## src/rtl/perceptron_uart_ctrl_if.sv

```systemverilog
// Byte-stream, core-bank and core-control signals of the perceptron UART sequencer.
// master = sequencer side, slave = UART/core side.
interface perceptron_uart_ctrl_if #(
    parameter int AW = 2
);
    logic [7:0]    rx_data;
    logic          rx_valid;
    logic [7:0]    tx_data;
    logic          tx_start;
    logic          tx_busy;
    logic          mem_we;
    logic          mem_sel;
    logic [AW-1:0] mem_addr;
    logic [7:0]    mem_data;
    logic          core_start;
    logic          core_done;
    logic          core_class;
    logic          busy;

    modport master (
        input  rx_data, rx_valid, tx_busy, core_done, core_class,
        output tx_data, tx_start, mem_we, mem_sel, mem_addr, mem_data, core_start, busy
    );

    modport slave (
        output rx_data, rx_valid, tx_busy, core_done, core_class,
        input  tx_data, tx_start, mem_we, mem_sel, mem_addr, mem_data, core_start, busy
    );
endinterface

```

## src/rtl/perceptron_uart_ctrl.sv

```systemverilog
// Host command sequencer for the perceptron core: loads weights/inputs, runs inference, replies one byte.
// Optional payload inter-byte timeout: define PERCEPTRON_CTRL_TIMEOUT_EN.
module perceptron_uart_ctrl #(
    parameter int N_INPUTS       = 2,
    parameter int TIMEOUT_CYCLES = 120000,
    parameter int AW             = $clog2(N_INPUTS + 1)
) (
    input  logic                   clk,
    input  logic                   rst_n,
    perceptron_uart_ctrl_if.master bus
);
    localparam logic [7:0] CMD_W   = 8'h57;
    localparam logic [7:0] CMD_X   = 8'h58;
    localparam logic [7:0] CMD_R   = 8'h52;
    localparam logic [7:0] RSP_OK  = 8'h4B;
    localparam logic [7:0] RSP_BAD = 8'h3F;
    localparam logic [7:0] RSP_TO  = 8'h54;

    typedef enum logic [2:0] {IDLE, LOAD_W, LOAD_X, RUN, WAIT_DONE, SEND} state_t;

    state_t        state, state_nxt;
    logic [AW-1:0] cnt, cnt_nxt;
    logic [AW-1:0] last_idx;
    logic [7:0]    rsp, rsp_nxt;
    logic          we, we_nxt;
    logic          sel, sel_nxt;
    logic [AW-1:0] addr, addr_nxt;
    logic [7:0]    data, data_nxt;
    logic          loading;
    logic          timeout;

    assign loading  = (state == LOAD_W) || (state == LOAD_X);
    assign last_idx = (state == LOAD_W) ? AW'(N_INPUTS) : AW'(N_INPUTS - 1);

`ifdef PERCEPTRON_CTRL_TIMEOUT_EN
    localparam int GW = $clog2(TIMEOUT_CYCLES + 1);
    logic [GW-1:0] gap;

    // gap counts consecutive idle cycles spent in a load state
    always_ff @(posedge clk or negedge rst_n) begin
        if (!rst_n) begin
            gap <= '0;
        end else if (loading && !bus.rx_valid) begin
            gap <= gap + 1'b1;
        end else begin
            gap <= '0;
        end
    end

    assign timeout = loading && !bus.rx_valid && (gap == GW'(TIMEOUT_CYCLES - 1));
`else
    assign timeout = 1'b0 && (TIMEOUT_CYCLES > 0);
`endif

    always_ff @(posedge clk or negedge rst_n) begin
        if (!rst_n) begin
            state <= IDLE;
            cnt   <= '0;
            rsp   <= '0;
            we    <= 1'b0;
            sel   <= 1'b0;
            addr  <= '0;
            data  <= '0;
        end else begin
            state <= state_nxt;
            cnt   <= cnt_nxt;
            rsp   <= rsp_nxt;
            we    <= we_nxt;
            sel   <= sel_nxt;
            addr  <= addr_nxt;
            data  <= data_nxt;
        end
    end

    always_comb begin
        state_nxt = state;
        cnt_nxt   = cnt;
        rsp_nxt   = rsp;
        we_nxt    = 1'b0;
        sel_nxt   = sel;
        addr_nxt  = addr;
        data_nxt  = data;
        case (state)
            IDLE: begin
                if (bus.rx_valid) begin
                    case (bus.rx_data)
                        CMD_W: begin
                            state_nxt = LOAD_W;
                            cnt_nxt   = '0;
                        end
                        CMD_X: begin
                            state_nxt = LOAD_X;
                            cnt_nxt   = '0;
                        end
                        CMD_R:   state_nxt = RUN;
                        default: begin
                            state_nxt = SEND;
                            rsp_nxt   = RSP_BAD;
                        end
                    endcase
                end
            end
            LOAD_W, LOAD_X: begin
                if (bus.rx_valid) begin
                    we_nxt   = 1'b1;
                    sel_nxt  = (state == LOAD_X);
                    addr_nxt = cnt;
                    data_nxt = bus.rx_data;
                    cnt_nxt  = cnt + 1'b1;
                    if (cnt == last_idx) begin
                        state_nxt = SEND;
                        rsp_nxt   = RSP_OK;
                    end
                end else if (timeout) begin
                    state_nxt = SEND;
                    rsp_nxt   = RSP_TO;
                end
            end
            RUN: state_nxt = WAIT_DONE;
            WAIT_DONE: begin
                if (bus.core_done) begin
                    state_nxt = SEND;
                    rsp_nxt   = {7'h18, bus.core_class};
                end
            end
            SEND: begin
                if (!bus.tx_busy) state_nxt = IDLE;
            end
            default: state_nxt = IDLE;
        endcase
    end

    // tx_start is combinational so a free transmitter fires in the first SEND cycle
    assign bus.tx_data    = rsp;
    assign bus.tx_start   = (state == SEND) && !bus.tx_busy;
    assign bus.core_start = (state == RUN);
    assign bus.busy       = (state != IDLE);
    assign bus.mem_we     = we;
    assign bus.mem_sel    = sel;
    assign bus.mem_addr   = addr;
    assign bus.mem_data   = data;
endmodule

```

## src/flat_wrapper.sv

```systemverilog
// flat-port wrapper written by rule: the top's interface ports become plain ports
module perceptron_uart_ctrl_flat 
#(
    parameter int N_INPUTS       = 2,
    parameter int TIMEOUT_CYCLES = 120000,
    parameter int AW             = $clog2(N_INPUTS + 1)
)
  (clk, rst_n, bus_rx_data, bus_rx_valid, bus_tx_busy, bus_core_done, bus_core_class, bus_tx_data, bus_tx_start, bus_mem_we, bus_mem_sel, bus_mem_addr, bus_mem_data, bus_core_start, bus_busy);
  perceptron_uart_ctrl_if #(.AW(AW)) bus_i ();
  input  logic clk;
  input  logic rst_n;
  input wire logic [$bits(bus_i.rx_data)-1:0] bus_rx_data;
  input wire logic [$bits(bus_i.rx_valid)-1:0] bus_rx_valid;
  input wire logic [$bits(bus_i.tx_busy)-1:0] bus_tx_busy;
  input wire logic [$bits(bus_i.core_done)-1:0] bus_core_done;
  input wire logic [$bits(bus_i.core_class)-1:0] bus_core_class;
  output wire logic [$bits(bus_i.tx_data)-1:0] bus_tx_data;
  output wire logic [$bits(bus_i.tx_start)-1:0] bus_tx_start;
  output wire logic [$bits(bus_i.mem_we)-1:0] bus_mem_we;
  output wire logic [$bits(bus_i.mem_sel)-1:0] bus_mem_sel;
  output wire logic [$bits(bus_i.mem_addr)-1:0] bus_mem_addr;
  output wire logic [$bits(bus_i.mem_data)-1:0] bus_mem_data;
  output wire logic [$bits(bus_i.core_start)-1:0] bus_core_start;
  output wire logic [$bits(bus_i.busy)-1:0] bus_busy;
  assign bus_i.rx_data = bus_rx_data;
  assign bus_i.rx_valid = bus_rx_valid;
  assign bus_i.tx_busy = bus_tx_busy;
  assign bus_i.core_done = bus_core_done;
  assign bus_i.core_class = bus_core_class;
  assign bus_tx_data = bus_i.tx_data;
  assign bus_tx_start = bus_i.tx_start;
  assign bus_mem_we = bus_i.mem_we;
  assign bus_mem_sel = bus_i.mem_sel;
  assign bus_mem_addr = bus_i.mem_addr;
  assign bus_mem_data = bus_i.mem_data;
  assign bus_core_start = bus_i.core_start;
  assign bus_busy = bus_i.busy;
  perceptron_uart_ctrl #(.N_INPUTS(N_INPUTS), .TIMEOUT_CYCLES(TIMEOUT_CYCLES), .AW(AW)) u_core (.clk(clk), .rst_n(rst_n), .bus(bus_i));
endmodule
```

## config.mk

```make
export PLATFORM = sky130hd
export DESIGN_NAME = perceptron_uart_ctrl_flat
export DESIGN_NICKNAME = d
export VERILOG_FILES = /design/src/rtl/perceptron_uart_ctrl_if.sv /design/src/rtl/perceptron_uart_ctrl.sv /design/src/flat_wrapper.sv
export SDC_FILE = /design/constraint.sdc
export NUM_CORES = 1
export LEC_CHECK = 0
export BUFFER_PORTS_ARGS = -buffer_cell sky130_fd_sc_hd__buf_2
export CAP_MARGIN = 20
export CORE_UTILIZATION = 31
export CTS_BUF_LIST = sky130_fd_sc_hd__clkbuf_8
export DETAILED_ROUTE_END_ITERATION = 12
export PLACE_DENSITY = 0.65
export SLEW_MARGIN = 10
export SYNTH_ARGS = -nofsm -noshare
export SYNTH_HDL_FRONTEND = slang
export SYNTH_SLANG_ARGS = --single-unit
```

## constraint.sdc

```tcl
create_clock -name clk -period 2.2 [get_ports clk]
set_clock_uncertainty 0.05 [all_clocks]
set_input_delay 0.11 -clock clk [delete_from_list [all_inputs] [get_ports clk]]
set_output_delay 0.11 -clock clk [all_outputs]
set_load 0.02 [all_outputs]
```

# Word-level counts from Yosys, hierarchy flattened
# Cells that the tools add are included.
[op_classes]
n_mux = 20
n_addsub = 1
reduce_logical = 13
n_eq_ne = 16
[ops]
columns = ["cell", "n"]
rows = [
  ["two-way mux 8 bit", 5],
  ["== test 8 x 7 -> 1 bit (second input constant)", 3],
  ["case mux 8 bit (3 select lines)", 1],
  ["two-way mux 3 bit", 5],
  ["case mux 3 bit (5 select lines)", 1],
  ["inequality test 2 bit (second input constant)", 6],
  ["case mux 3 bit (3 select lines)", 1],
  ["two-way mux 2 bit", 4],
  ["== test 3 x 2 -> 1 bit (second input constant)", 2],
  ["== test 3 bit (second input constant)", 2],
  ["AND reduction 6 bit", 1],
  ["nonzero test 3 bit", 2],
  ["AND reduction 5 bit", 1],
  ["case mux 2 bit (2 select lines)", 1],
  ["AND reduction 4 bit", 1],
  ["OR reduction 2 bit", 2],
  ["== test 3 x 1 -> 1 bit (second input constant)", 1],
  ["logical NOT 3 bit", 1],
  ["OR reduction 3 bit", 1],
  ["adder 2 x 1 -> 2 bit (second input constant)", 1],
  ["== test 2 bit", 1],
  ["two-way mux 1 bit", 2],
  ["inequality test 2 x 1 -> 1 bit (second input constant)", 1],
  ["AND reduction 2 bit", 1],
  ["3 further kinds", 3],
]
[totals]
register_bits = 25
inputBits = 14
elab_cells = 57

# Longest topological paths before layout
# Gate-level depths: netlist (run 1).
[logic_depth]
ltp_word = 6
depth_mapped = 6
depth_no_buf = 5

# Least setup slack after synthesis (run 1)
# OpenSTA, ideal clock, no wires.
[synth_path]
kind = "register to register"
from = "reg u_core.state[2]"
to = "reg u_core.rsp[0] (netlist: u_core.bus.tx_data[0])"
required_ns = 2.025
arrival_time_ns = 1.458
path_stages_with_launch = 7
n_path_buf = 1
setup_ns = 0.125
slack_ns = 0.566
path_cell_list = "dfrtp_1 buf_2 inv_1 nand2_1 o22a_1 nor3_4 mux2_4"
[synth_between]
elab_chain_cells = 5
[synth_lines]
columns = ["element", "line", "rtl"]
rows = [
  ["start: declaration", "perceptron_uart_ctrl.sv:21", "state_t state, state_nxt;"],
  ["start signal: assignment", "perceptron_uart_ctrl.sv:65", "state <= state_nxt;"],
  ["== test 3 x 1 -> 1 bit", "perceptron_uart_ctrl.sv:33, perceptron_uart_ctrl.sv:83", ""],
  ["two-way mux 2 bit", "perceptron_uart_ctrl.sv:33", "assign last_idx = (state == LOAD_W) ? AW'(N_INPUTS) : AW'(N_INPUTS - 1);"],
  ["== test 2 bit", "perceptron_uart_ctrl.sv:110", "if (cnt == last_idx) begin"],
  ["inequality test 2 x 1 -> 1 bit (no source line)", "--", ""],
  ["AND reduction 6 bit (no source line)", "--", ""],
  ["end signal: assignment", "perceptron_uart_ctrl.sv:67", "rsp <= rsp_nxt;"],
  ["end: declaration", "perceptron_uart_ctrl.sv:24", "logic [7:0] rsp, rsp_nxt;"],
]
# Several ways; a longest one is shown, not always the timed one.
# A chain may end at the register's enable or synchronous reset.

# Final worst setup path (run 1)
[layout_path]
from = "reg u_core.state[1]"
to = "reg u_core.addr[1] (netlist: u_core.bus.mem_addr[1])"
[layout_between]
elab_chain_cells = 3
[layout_lines]
columns = ["element", "line", "rtl"]
rows = [
  ["== test 3 x 2 -> 1 bit or == test 3 x 1 -> 1 bit (tied branches)", "--", ""],
  ["OR reduction 2 bit (*)", "perceptron_uart_ctrl.sv:83", "case (state)"],
  ["AND reduction 2 bit (no source line) (*)", "--", ""],
  ["end signal: assignment", "perceptron_uart_ctrl.sv:70", "addr <= addr_nxt;"],
  ["end: declaration", "perceptron_uart_ctrl.sv:27", "logic [AW-1:0] addr, addr_nxt;"],
]
# Mark *: on every way between the ends. The rest lies on a longest branch, timed or not.

==> results of run 1 <==
-- how the worst max path moves through the flow --
stage | from | end | cells past startpoint
finish | u_core.state[1]$_DFFE_PN0P_ | u_core.bus.mem_addr[1]$_DFFE_PN0P_ | 4
global route | u_core.state[1]$_DFFE_PN0P_ | u_core.bus.mem_data[1]$_DFFE_PN0P_ | 4
CTS | u_core.state[1]$_DFFE_PN0P_ | u_core.bus.mem_addr[1]$_DFFE_PN0P_ | 4
detailed placement | u_core.state[1]$_DFFE_PN0P_ | u_core.bus.mem_data[6]$_DFFE_PN0P_ | 4
global placement | u_core.state[1]$_DFFE_PN0P_ | u_core.bus.mem_addr[1]$_DFFE_PN0P_ | 4
floorplan | u_core.state[2]$_DFFE_PN0P_ | u_core.bus.tx_data[0]$_DFFE_PN0P_ | 6
-- layer usage --
layer	routed length, microns	share of wire
met3	99	0.043
met1	1010	0.44
met5	0	0
met2	1170	0.50
met4	40	0.017
-- layout make-up --
cell class / instances / share of cell area
well taps: 46 / 0.0409
flip-flops and latches: 22 / 0.391
clock buffers: 3 / 0.0293
multi-input cells: 75 / 0.389
inverters: 7 / 0.0187
repair buffers: 36 / 0.131
-- stage by stage --
stage               cell area, sq um  instances  utilization
CTS                             1410        189        0.406
floorplan                       1170        111            -
global route                    1410        189        0.406
detailed placement              1360        185        0.391
finish                          1410        189        0.406
global placement                1360        185        0.391
-- cells in the mapped netlist (all sizes together) --
library cell	count
o211ai	1
a32o	1
or2	1
a22oi	1
nor4	1
nor2	7
buf	7
a21oi	3
a22o	1
o21a	1
o21ai	8
o32a	1
nor3	3
a31oi	1
and4b	1
a32oi	1
and2	1
nor2b	4
nand3	1
o22ai	1
mux2i	1
xnor2	2
nand2	10
dfrtp	22
o22a	1
or3	1
o31ai	1
and4bb	1
nand2b	5
nor4b	1
inv	7
mux2	12
conb	1
-- power by group through the flow --
stage	Sequential [mW]	Clock [mW]	Combinational [mW]
finish	0.737	0.244	1.02
CTS	0.738	0.252	1.03
global placement	0.733	0	1.01
detailed placement	0.747	0	1.02
floorplan	0.874	0	0.628
global route	0.771	0.282	1.11
-- sequential cells by signal, summed over array words and instances, names as in the netlist --
name                 count
u_core.bus.mem_addr      2
u_core.bus.mem_sel       1
u_core.bus.tx_data       5
u_core.bus.mem_data      8
u_core.bus.mem_we        1
u_core.state             3
u_core.cnt               2
-- cell families after synthesis --
family / Yosys count
multiplexers: 13
XOR/XNOR: 2
AND/OR/NAND/NOR: 37
other: 1
flip-flops: 22
AO/OA/AOI/OAI: 22
buffers and inverters: 14
-- worst max-delay path: cells and delay by family (launching register included) --
kind	cells	cell delay, ns
DFF	1	0.53
muxes	1	0.39
and+or+nand+nor	3	0.87
==> results.cfg, run 1 <==
[die]
num_rows = 21
pin_count = 37
dieArea_sq_um = 4020
core-area_sq_um = 3470
initial_core_util = 0.337
die_x_microns = 63.4
dieHeight_microns = 63.4

[yosys]
synth_nets = 125
synthMuxAreaShare = 0.130
yosys.cell_types.count = 40
synth_top_family_by_area = simple AND/OR/NAND/NOR gates
synth_top_area_cell = dfrtp_1
synth_top_cell_area_share = 0.471
synth_compound_area_frac = 0.129
avgSynthCellArea_sq_um = 10.5
ys_seq_area_frac = 0.471
synthAdderAreaFrac = 0
mappedNetlistArea_sq_um = 1170
synth.area.top_cells = dfrtp_1, mux2_2, nand2_1
synth_warnings = 0
synthXorXnorAreaFrac = 0.0150
syn_inst = 111
synth-simple-area-share = 0.190
ys_ff_latch = 22

[finish]
drive_gt1_frac = 0.406
final_cell_mix = buf_2, dfrtp_1, nand2_1
diodes = 0
final_common_cell = buf_2
multi_input_area_sq_um = 548
nNetsFinal = 159
seqCellArea_sq_um = 551
fillers = 362
area_growth_pct = 20.4

[sta]
fin_crit_ns = 1.96
timing.hold.ws_ns = 0.0518
finalCritPeriodShare = 0.892
hold_viol = 0
setup-violations-final = 0
rsz0062_at_grt = false
setup_tns_ns = 0
setup_slack_ns = 0.237
finalMaxSlewViolations = 0
fmax_mhz = 509

[placed_design]
io_buffers = 35
pre_cts_ws_ns = 0.242
hpwl_microns = 1810
place.gp.congestion = 0.826

[critical_path]
r2r-start = u_core.state[1]$_DFFE_PN0P_
critical_path.max_stage_delay_ns = 0.53
cp-end-kind = flip-flop
critPathKind = reg2reg
worst_setup_path_start_kind = flip-flop
reg2reg_slack_ns = 0.24
crit_chain = nor2b_1, or2_2, nand2_1, mux2_2
worst-r2r-cell-count = 4
reg2reg_to = u_core.bus.mem_addr[1]$_DFFE_PN0P_
arrival_ns = 2.06
critical_path.max_fanout = 15
slowest_stage = dfrtp_1
required_ns = 2.29

[cts]
cts_tree = done
cts_buffers = 3
h-tree-depth = 1
root_buffer = clkbuf_8
postCtsSetupBuffers = 0
path_clk_slew_ns = 0.08
cts_hold_buf = 1
cts_buffer_depth = 2
cts.sinks = 22
cts_resized = 0
insertion_delay_ns = 0.26

[global_routing]
met1_usage = 0.155
grt_overflow_total = 0
use_met2 = 0.215
antenna_found_initial = 0
use_met3 = 0.0236
gr-max-usage-layer = met2
grt_pass1_vias = 902
grt_pass1_wl_microns = 4020
track_usage = 0.131
grt_max_degree = 23

[drt]
drt_iter0_markers = 50
vias = 914
ant_nets = 0
vias_per_cell = 4.84
routedWlPerCell_microns = 12.3
postRouteWirelength_microns = 2330
drc = 0
drtPass1Iterations = 4

[power_and_ir_drop]
combPwrFrac = 0.509
p_int_mw = 1.15
power_frac_clock = 0.122
switching_share = 0.425
switchingPower_mw = 0.849
leakagePower_nw = 0.662
p_per_area_nw_per_um2 = 1420
peakVddDrop_mv = 0.320
p_total_mw = 2.00
p_seq_frac = 0.369

[worst_hold_path]
min_path_cells = 2
hold_path.class = in2reg
min_from = bus_rx_data[5]
whs_endpoint = u_core.bus.mem_data[5]$_DFFE_PN0P_

[outcome]
outcome = completed

[flow_run]
max_cap_violations = 0
No activity file was read; power rests on OpenSTA's default activity.
==> run 2: changes to the inputs <==
Settings changed: REMOVE_ABC_BUFFERS set to 1.
==> results.cfg, run 2 (synthesized netlist as in run 1, its figures left out) <==
[drt]
routedWlPerCell_microns = 12.7
drtPass1Iterations = 4
ant_nets = 0
postRouteWirelength_microns = 2440
drc = 0
vias = 926
drt_iter0_markers = 28
vias_per_cell = 4.85

[cts]
cts_buffers = 3
insertion_delay_ns = 0.26
cts_tree = done
cts.sinks = 22
path_clk_slew_ns = 0.07
root_buffer = clkbuf_8
cts_buffer_depth = 2
h-tree-depth = 1
cts_resized = 0

[die]
pin_count = 37
die_x_microns = 63.4
core-area_sq_um = 3470
num_rows = 21
dieHeight_microns = 63.4
dieArea_sq_um = 4020
initial_core_util = 0.337

[finish]
final_cell_mix = buf_2, dfrtp_1, nand2_1
nNetsFinal = 160
diodes = 0
fin_area_sq_um = 1430
area_growth_pct = 22.2
fin_cells = 191
largest_register_ff_count = 8
drive_gt1_frac = 0.414
final_common_cell = buf_2

[critical_path]
required_ns = 2.30
slowest_stage = dfrtp_1
reg2reg_slack_ns = 0.23
crit_chain = nor2b_1, a21oi_1, o22a_1, nor3_4, mux2_4
critical_path.max_fanout = 12
cp-end-kind = flip-flop
worst_setup_path_start_kind = flip-flop
critPathKind = reg2reg
arrival_ns = 2.07
critical_path.max_stage_delay_ns = 0.57

[sta]
setup-violations-final = 0
setup_tns_ns = 0
rsz0062_at_grt = false
fin_crit_ns = 1.97
setup_slack_ns = 0.225
finalMaxSlewViolations = 0
hold_viol = 0
timing.hold.ws_ns = 0.0461
fmax_mhz = 506
finalCritPeriodShare = 0.898

[global_routing]
grt_pass1_vias = 977
antenna_found_initial = 0
grt_max_degree = 23
grt_overflow_total = 0
grt_pass1_wl_microns = 4370
track_usage = 0.136

[outcome]
outcome = completed

[power_and_ir_drop]
p_per_area_nw_per_um2 = 1440
peakVddDrop_mv = 0.298
leakagePower_nw = 0.675

[flow_run]
max_cap_violations = 0

[worst_hold_path]
hold_path.class = in2reg

[placed_design]
io_buffers = 35
pre_cts_ws_ns = 0.244
dpl.cell_count = 186
place_area_sq_um = 1370
place.gp.congestion = 0.916
hpwl_microns = 1870
run 2: through the flow:
stage | util | power (mW)
2_1_floorplan | - | 1.45
3_3_place_gp | 0.394 | 1.75
3_5_place_dp | 0.394 | 1.78
4_1_cts | 0.412 | 2.08
5_1_grt | 0.412 | 2.21
6_report | 0.412 | 2.05
run 2: worst paths after layout:
path / from / end / cells past startpoint
max in group asynchronous: rst_n / u_core.bus.tx_data[5]$_DFFE_PN0P_ / 2
worst max-delay path: u_core.state[2]$_DFFE_PN0P_ / u_core.bus.tx_data[0]$_DFFE_PN0P_ / 5
worst min register to register: u_core.bus.mem_data[3]$_DFFE_PN0P_ / u_core.bus.mem_data[3]$_DFFE_PN0P_ / 2
min in group asynchronous: rst_n / u_core.bus.mem_data[6]$_DFFE_PN0P_ / 2
worst min-delay path: bus_rx_data[4] / u_core.bus.mem_data[4]$_DFFE_PN0P_ / 2
worst max register to register: u_core.state[2]$_DFFE_PN0P_ / u_core.bus.tx_data[0]$_DFFE_PN0P_ / 5
run 2: power breakdown:
part / internal [mW] / switching, mW
registers: 0.591 / 0.155
clock network: 0.159 / 0.122
logic: 0.441 / 0.585
run 2: what timing repair did:
| action | 4_1_cts | 5_1_grt |
|---|---|---|
| hold buffers | 1 | 0 |
| buffers inserted | 0 | 0 |
| endpoints found under the hold margin | 22 | 0 |
run 2: per-layer routing:
layer  wire, microns  up-vias  track usage
met5               0        -            0
met4              45        0       0.0597
met3              94        6       0.0254
met2            1220       26        0.234
met1            1080      444        0.164
li1                -      450            -
run 2: layout make-up:
type | instances | area [sq um]
Inverter | 7 | 26.3
Clock buffer | 4 | 55.1
Tap cell | 46 | 57.6
Sequential cell | 22 | 551
Timing Repair Buffer | 37 | 193
Multi-Input combinational cell | 75 | 548
Fill cell | 350 | 2040
run 2: critical path: cells and delay by family (launching register included):
kind | cells | cell delay, ns
muxes | 1 | 0.33
and+or+nand+nor | 2 | 0.56
AOI/OAI and AO/OA | 2 | 0.34
DFF | 1 | 0.57
